==> src/rtl/alarm_pkg.sv <==
// Shared widths, FSM state encoding and small helpers for the alarm arm/disarm sequencer.
package alarm_pkg;

  localparam int unsigned CODE_W  = 10;
  localparam int unsigned CNT_W   = 8;
  localparam int unsigned FAIL_W  = 3;
  localparam int unsigned STATE_W = 3;

  typedef enum logic [STATE_W-1:0] {
    ST_DISARMED    = 3'd0,
    ST_EXIT_DELAY  = 3'd1,
    ST_ARMED       = 3'd2,
    ST_ENTRY_DELAY = 3'd3,
    ST_ALARM       = 3'd4,
    ST_LOCKOUT     = 3'd5
  } state_e;

  function automatic logic is_timed(input state_e s);
    return (s == ST_EXIT_DELAY) || (s == ST_ENTRY_DELAY) || (s == ST_LOCKOUT);
  endfunction

  function automatic logic video_on(input state_e s);
    return (s == ST_ENTRY_DELAY) || (s == ST_ALARM) || (s == ST_LOCKOUT);
  endfunction

endpackage

==> src/rtl/sense_debounce.sv <==
// Two-flop synchroniser for the raw IR sensor followed by a stable-sample debounce filter.
module sense_debounce #(
  parameter int unsigned DEB_CYCLES = 500_000
) (
  input  logic clk,
  input  logic rst,
  input  logic sense_raw,
  output logic sense_ok
);

  localparam int unsigned DW = (DEB_CYCLES > 1) ? $clog2(DEB_CYCLES) : 1;

  logic          sync_q1;
  logic          sync_q2;
  logic [DW-1:0] stable_cnt;

  // sense_ok only follows the synchronised input after DEB_CYCLES consecutive differing samples
  always_ff @(posedge clk) begin
    if (rst) begin
      sync_q1    <= 1'b0;
      sync_q2    <= 1'b0;
      sense_ok   <= 1'b0;
      stable_cnt <= '0;
    end else begin
      sync_q1 <= sense_raw;
      sync_q2 <= sync_q1;
      if (sync_q2 == sense_ok) begin
        stable_cnt <= '0;
      end else if (stable_cnt == DW'(DEB_CYCLES - 1)) begin
        sense_ok   <= sync_q2;
        stable_cnt <= '0;
      end else begin
        stable_cnt <= stable_cnt + DW'(1);
      end
    end
  end

endmodule

==> src/rtl/alarm_arm_ctrl.sv <==
// Alarm sequencer: disarmed -> exit delay -> armed -> entry delay -> alarm, with passcode and lockout.
module alarm_arm_ctrl
  import alarm_pkg::*;
#(
  parameter int unsigned CLK_FREQ     = 50_000_000,
  parameter int unsigned EXIT_S       = 10,
  parameter int unsigned ENTRY_S      = 15,
  parameter int unsigned LOCK_S       = 30,
  parameter int unsigned MAX_FAILS    = 3,
  parameter int unsigned DEB_CYCLES   = 500_000,
  parameter logic [9:0]  DEFAULT_CODE = 10'h112
) (
  input  logic               iCLK,
  input  logic               iRST,
  input  logic               iSENSE,
  input  logic [CODE_W-1:0]  iCODE,
  input  logic               iSET_CODE,
  input  logic               iARM,
  input  logic               iDISARM,
  output logic               oVideo_On,
  output logic               oBuzzer,
  output logic [STATE_W-1:0] oState,
  output logic [CNT_W-1:0]   oCountdown,
  output logic [FAIL_W-1:0]  oFails
);

  localparam int unsigned PW = (CLK_FREQ > 1) ? $clog2(CLK_FREQ) : 1;

  state_e             state;
  state_e             nxt_state;
  logic [CODE_W-1:0]  code;
  logic [PW-1:0]      presc;
  logic [CNT_W-1:0]   countdown;
  logic [FAIL_W-1:0]  fails;
  logic [FAIL_W:0]    fails_inc;
  logic               buzz_ph;
  logic               sense_ok;
  logic [2:0]         keys_q;
  logic [2:0]         keys_qq;
  logic [2:0]         key_edge;
  logic               tick;
  logic               expire;
  logic               keys_live;
  logic               disarm_ok;
  logic               disarm_bad;
  logic               lock_now;
  logic               state_chg;

  sense_debounce #(
    .DEB_CYCLES(DEB_CYCLES)
  ) u_sense_debounce (
    .clk      (iCLK),
    .rst      (iRST),
    .sense_raw(iSENSE),
    .sense_ok (sense_ok)
  );

  function automatic logic [CNT_W-1:0] load_cnt(input state_e s);
    case (s)
      ST_EXIT_DELAY:  return CNT_W'(EXIT_S);
      ST_ENTRY_DELAY: return CNT_W'(ENTRY_S);
      ST_LOCKOUT:     return CNT_W'(LOCK_S);
      default:        return '0;
    endcase
  endfunction

  // key_edge bits: [2]=set, [1]=arm, [0]=disarm
  always_comb begin
    key_edge   = keys_q & ~keys_qq;
    tick       = (presc == PW'(CLK_FREQ - 1));
    expire     = tick && (countdown == CNT_W'(1));
    keys_live  = (state != ST_DISARMED) && (state != ST_LOCKOUT);
    disarm_ok  = key_edge[0] && keys_live && (iCODE == code);
    disarm_bad = key_edge[0] && keys_live && (iCODE != code);
    fails_inc  = {1'b0, fails} + (FAIL_W + 1)'(1);
    lock_now   = disarm_bad && (fails_inc >= (FAIL_W + 1)'(MAX_FAILS));

    nxt_state = state;
    if (disarm_ok) begin
      nxt_state = ST_DISARMED;
    end else if (lock_now) begin
      nxt_state = ST_LOCKOUT;
    end else begin
      case (state)
        ST_DISARMED:    if (key_edge[1]) nxt_state = ST_EXIT_DELAY;
        ST_EXIT_DELAY:  if (expire)      nxt_state = ST_ARMED;
        ST_ARMED:       if (sense_ok)    nxt_state = ST_ENTRY_DELAY;
        ST_ENTRY_DELAY: if (expire)      nxt_state = ST_ALARM;
        ST_ALARM:       nxt_state = ST_ALARM;
        ST_LOCKOUT:     if (expire)      nxt_state = ST_ALARM;
        default:        nxt_state = ST_DISARMED;
      endcase
    end
    state_chg = (nxt_state != state);
  end

  // State, timers, code store and registered outputs (outputs trail the state register by one cycle)
  always_ff @(posedge iCLK) begin
    if (iRST) begin
      state      <= ST_DISARMED;
      code       <= CODE_W'(DEFAULT_CODE);
      presc      <= '0;
      countdown  <= '0;
      fails      <= '0;
      buzz_ph    <= 1'b0;
      keys_q     <= '0;
      keys_qq    <= '0;
      oVideo_On  <= 1'b0;
      oBuzzer    <= 1'b0;
      oState     <= '0;
      oCountdown <= '0;
      oFails     <= '0;
    end else begin
      keys_q  <= {iSET_CODE, iARM, iDISARM};
      keys_qq <= keys_q;

      if (state_chg) begin
        state     <= nxt_state;
        presc     <= '0;
        countdown <= load_cnt(nxt_state);
        buzz_ph   <= 1'b1;
      end else begin
        presc <= tick ? '0 : presc + PW'(1);
        if (tick && (countdown != '0)) countdown <= countdown - CNT_W'(1);
        if (tick && (state == ST_ENTRY_DELAY)) buzz_ph <= ~buzz_ph;
      end

      if (disarm_ok || ((state == ST_LOCKOUT) && expire)) begin
        fails <= '0;
      end else if (disarm_bad && (fails != FAIL_W'(MAX_FAILS))) begin
        fails <= fails + FAIL_W'(1);
      end

      if ((state == ST_DISARMED) && key_edge[2] && !key_edge[1]) code <= iCODE;

      oState     <= state;
      oCountdown <= is_timed(state) ? countdown : '0;
      oVideo_On  <= video_on(state);
      oBuzzer    <= (state == ST_ALARM) || (state == ST_LOCKOUT) ||
                    ((state == ST_ENTRY_DELAY) && buzz_ph);
      oFails     <= fails;
    end
  end

endmodule

==> config.mk <==
export PLATFORM = sky130hd
export DESIGN_NAME = alarm_arm_ctrl
export DESIGN_NICKNAME = d
export VERILOG_FILES = /design/src/rtl/alarm_pkg.sv /design/src/rtl/sense_debounce.sv /design/src/rtl/alarm_arm_ctrl.sv
export SDC_FILE = /design/constraint.sdc
export NUM_CORES = 1
export LEC_CHECK = 0
export BUFFER_PORTS_ARGS = -buffer_cell sky130_fd_sc_hd__buf_4
export CAP_MARGIN = 20
export CORE_MARGIN = 8
export CORE_UTILIZATION = 55
export CTS_BUF_LIST = sky130_fd_sc_hd__clkbuf_8
export DETAILED_ROUTE_END_ITERATION = 16
export PLACE_DENSITY = 0.71
export SLEW_MARGIN = 20
export SYNTH_ARGS = -nofsm -noshare
export SYNTH_HDL_FRONTEND = slang
export SYNTH_SLANG_ARGS = --single-unit
==> constraint.sdc <==
create_clock -name iCLK -period 7.06 [get_ports iCLK]
set_input_delay 0.353 -clock iCLK [delete_from_list [all_inputs] [get_ports iCLK]]
set_output_delay 0.353 -clock iCLK [all_outputs]
set_load 0.1 [all_outputs]
==> metrics.csv <==
stage,metric,value,unit
placed_design,worst slack at placement,4411,ps
power_and_ir_drop,Overall Power,0.9682,mW
global_route,number of global-route vias before repair,3023,
global_route,GRT Overall Usage,15.69,%
clocking,CTS Buffer Depth,2,
power_and_ir_drop,clock group share of total power,36.3,%
synthesis,Synth Net Count,489,
clocking,Worst-path clk slew,100,ps
synthesis,"Top FF cell, synth",dfxtp_1,
clocking,Post-CTS Setup Inserts,0,
sta,Setup WS post-layout,4387,ps
synthesis,Yosys reg bits,95,
hold_path,Hold WC Path Type,primary input to register,
synthesis,Post-synth EDFFs,0,
detailed_routing,Avg Vias per Cell,5.276,
critical_path,WS Path Type,register to register,
power_and_ir_drop,part of the power in registers,57.3,%
synthesis,mux cell area share after synthesis,2.629,%
clocking,H-tree Lvls,3,
cells_and_area,fin nets,517,
sta,final setup fails,0,
synthesis,Post-synth ARST share,0,%
power_and_ir_drop,maximum vdd drop,0.0001274,V
synthesis,cell with the most instances after synthesis,dfxtp_1,
sta,worst clock skew,15.80,ps
status,status,"finished, final reports clean",
synthesis,most frequent cells after synthesis,"dfxtp_1 (95), nor2_1 (88), xnor2_1 (38), nand2_1 (30), xor2_1 (25)",
cells_and_area,diodes inserted,0,
sta,hold violation count in the final report,0,
sta,total negative slack,0,ps
die,Core Box Area,7567,um^2
cells_and_area,layout cell share with drive strength beyond 1,12.83,%
clocking,CTS tree,yes,
placed_design,gp weighted congestion,0.8300,
synthesis,largest family of logic cells by synthesized area,simple AND/OR/NAND/NOR gates,
placed_design,# port buffers,31,
detailed_routing,Starting DRT DRC Count,122,
synthesis,sequential share of the synthesized area,45.41,%
synthesis,Synth Area per Inst,8.987,um^2
synthesis,Post-Synth Adder-Cell Area,2.091,%
detailed_routing,DRT Wirelength,7740,um
die,Die ar.,10660,um^2
power_and_ir_drop,Leak,1.772,nW
detailed_routing,# DRC,0,
sta,RSZ-0062 raised after global routing,false,
die,Top Ports,32,
die,Die Span X,103.3,um
critical_path,worst-path maximum fanout,31,
global_route,initial antenna violation count,0,
power_and_ir_drop,combinational share of power,6.4,%
die,Rows,32,
critical_path,CP arrival,2910,ps
power_and_ir_drop,sw power,0.2550,mW
global_route,first-pass GRT wire length,13250,um
clocking,Post-CTS Hold Fix Bufs,0,
synthesis,synthesized area,4188,um^2
synthesis,synth unique cells,52,
synthesis,top post-synthesis cells by area,"dfxtp_1 (45%), xnor2_1 (7.9%), nor2_1 (7.9%)",
sta,post-route minimum period,2673,ps
clocking,clk sinks,95,
clocking,root buffer cell,clkbuf_8,
die,Die Y,103.3,um
detailed_routing,detail-routed net length per standard cell,12.88,um
detailed_routing,via count,3171,
detailed_routing,DRT Pass-1 Iters,4,
cells_and_area,"Area growth, synth to finish",11.95,%
clocking,Resized cells post-CTS,0,
synthesis,dominant cell type by area after synthesis,dfxtp_1,
power_and_ir_drop,switching share of power,26.34,%
synthesis,compound-gate portion of the synthesized area,5.826,%
global_route,grt ovf,0,
global_route,largest net degree at the start of global routing,38,
critical_path,Crit path required time,7300,ps
synthesis,Syn. warnings,0,
critical_path,startpoint types,register,
die,starting density of the core,55.34,%
sta,Slew @ Worst Pin,753.3,ps
power_and_ir_drop,PD cells,206.5,nW/um^2
synthesis,XOR/XNOR share of the synthesized area,13.18,%
critical_path,CP Capture Type,register,
synthesis,Simple-Gate Fraction of Synth Area,27.70,%
synthesis,top-area cell type share of the netlist area,45.41,%
detailed_routing,ANT nets after route,0,
clocking,clk_lat worst skew,370,ps
power_and_ir_drop,Cell Int Power,0.7132,mW
sta,max-slew violations,0,
synthesis,synthesized netlist cell count,466,
sta,slew margin rel.,49.63,%
sta,Tcrit/Tclk final,37.86,%
placed_design,Final HPWL DP,5486,um
sta,fmax,0.3741,GHz
flow_run,MaxCap Viol Count,0,
clocking,CTS Buf Count,9,
==> per-stage QoR <==
stage | utilization, % | instances | hold WS (ps) | instance area (um^2)
CTS | 61.95 | 601 | 198.4 | 4688
global placement | 59.34 | 585 | 444.5 | 4491
global route | 61.95 | 601 | 203.1 | 4688
detailed placement | 59.34 | 585 | 446.1 | 4491
floorplan | - | 466 | 413.8 | 4188
finish | 61.95 | 601 | 211.3 | 4688
==> worst paths after layout <==
check	from	end	slack, ps	cells past startpoint
max	presc[0]	presc[7]	4390	8
max reg2reg	presc[0]	presc[7]	4390	8
min reg2reg	u_sense_debounce.sync_q1	u_sense_debounce.sync_q2	440	1
min	iDISARM	keys_q[0]	210	2
==> cells by family (layout without fill, tap and decap cells) <==
group | Yosys count | count (layout)
adders and majority gates | 7 | 7
buffers and inverters | 33 | 66
DFF | 95 | 95
AOI/OAI and AO/OA | 30 | 30
xor gates and xnor gates | 63 | 63
muxes | 11 | 11
and+or+nand+nor | 227 | 227
==> power by group through the flow <==
| stage | Clock, mW | Sequential, mW | Combinational, mW |
|---|---|---|---|
| 2_1_floorplan | 0 | 0.569 | 0.0422 |
| 3_3_place_gp | 0 | 0.567 | 0.0610 |
| 3_5_place_dp | 0 | 0.567 | 0.0623 |
| 4_1_cts | 0.363 | 0.555 | 0.0625 |
| 5_1_grt | 0.383 | 0.556 | 0.0685 |
| 6_report | 0.352 | 0.555 | 0.0620 |
==> registers in the layout, summed over array words and instances (netlist names) <==
signal                       cells
u_sense_debounce.sync_q1         1
presc                           26
u_sense_debounce.sync_q2         1
keys_qq                          3
oState                           3
oVideo_On                        1
buzz_ph                          1
u_sense_debounce.sense_ok        1
keys_q                           3
oBuzzer                          1
u_sense_debounce.stable_cnt     19
state                            3
oCountdown                       8
oFails                           3
countdown                        8
code                            10
fails                            3
==> cells in the final DEF, fill, tap and decap left out, drive strengths merged, types with 2 or more instances in the layout <==
master	n
nand4	15
mux2i	11
inv	23
nand3	20
ha	7
xnor2	38
nor3b	2
or4	3
and3	5
or3	6
dfxtp	95
nand2b	3
and4	3
nor4	13
nor2b	11
o31ai	3
xor2	25
clkbuf	9
nand2	30
a211o	5
and2	7
nor2	88
nor4b	6
a211oi	3
nor3	9
a31oi	2
a21oi	4
buf	32
clkinv	2
o22ai	2
or2	3
==> area by class of cell <==
| cell class | instances | area [um^2] |
|---|---|---|
| clock inverters | 7 | 73.82 |
| repair buffers | 32 | 240.2 |
| flip-flops and latches | 95 | 1902 |
| fillers | 655 | 2879 |
| clock buffers | 9 | 123.9 |
| multi-input cells | 338 | 2153 |
| well taps | 102 | 127.6 |
| inverters | 18 | 67.56 |
==> worst max-delay path: stages (launching register included) <==
cell and delay (ps):
dfxtp_1 400, ha_1 240, nand4_2 160, or3_4 440
or4_4 450, a32o_2 320, nand4b_1 110, buf_4 320
nor3b_1 100
==> layer usage <==
| layer | track usage (%) | routed length, um | vias up |
|---|---|---|---|
| li1 | - | - | 1639 |
| met5 | 0 | 0 | - |
| met4 | 7.230 | 121 | 0 |
| met2 | 26.40 | 3690 | 48 |
| met3 | 3.146 | 308 | 11 |
| met1 | 18.85 | 3619 | 1473 |
No activity file was read; power rests on OpenSTA's default activity.
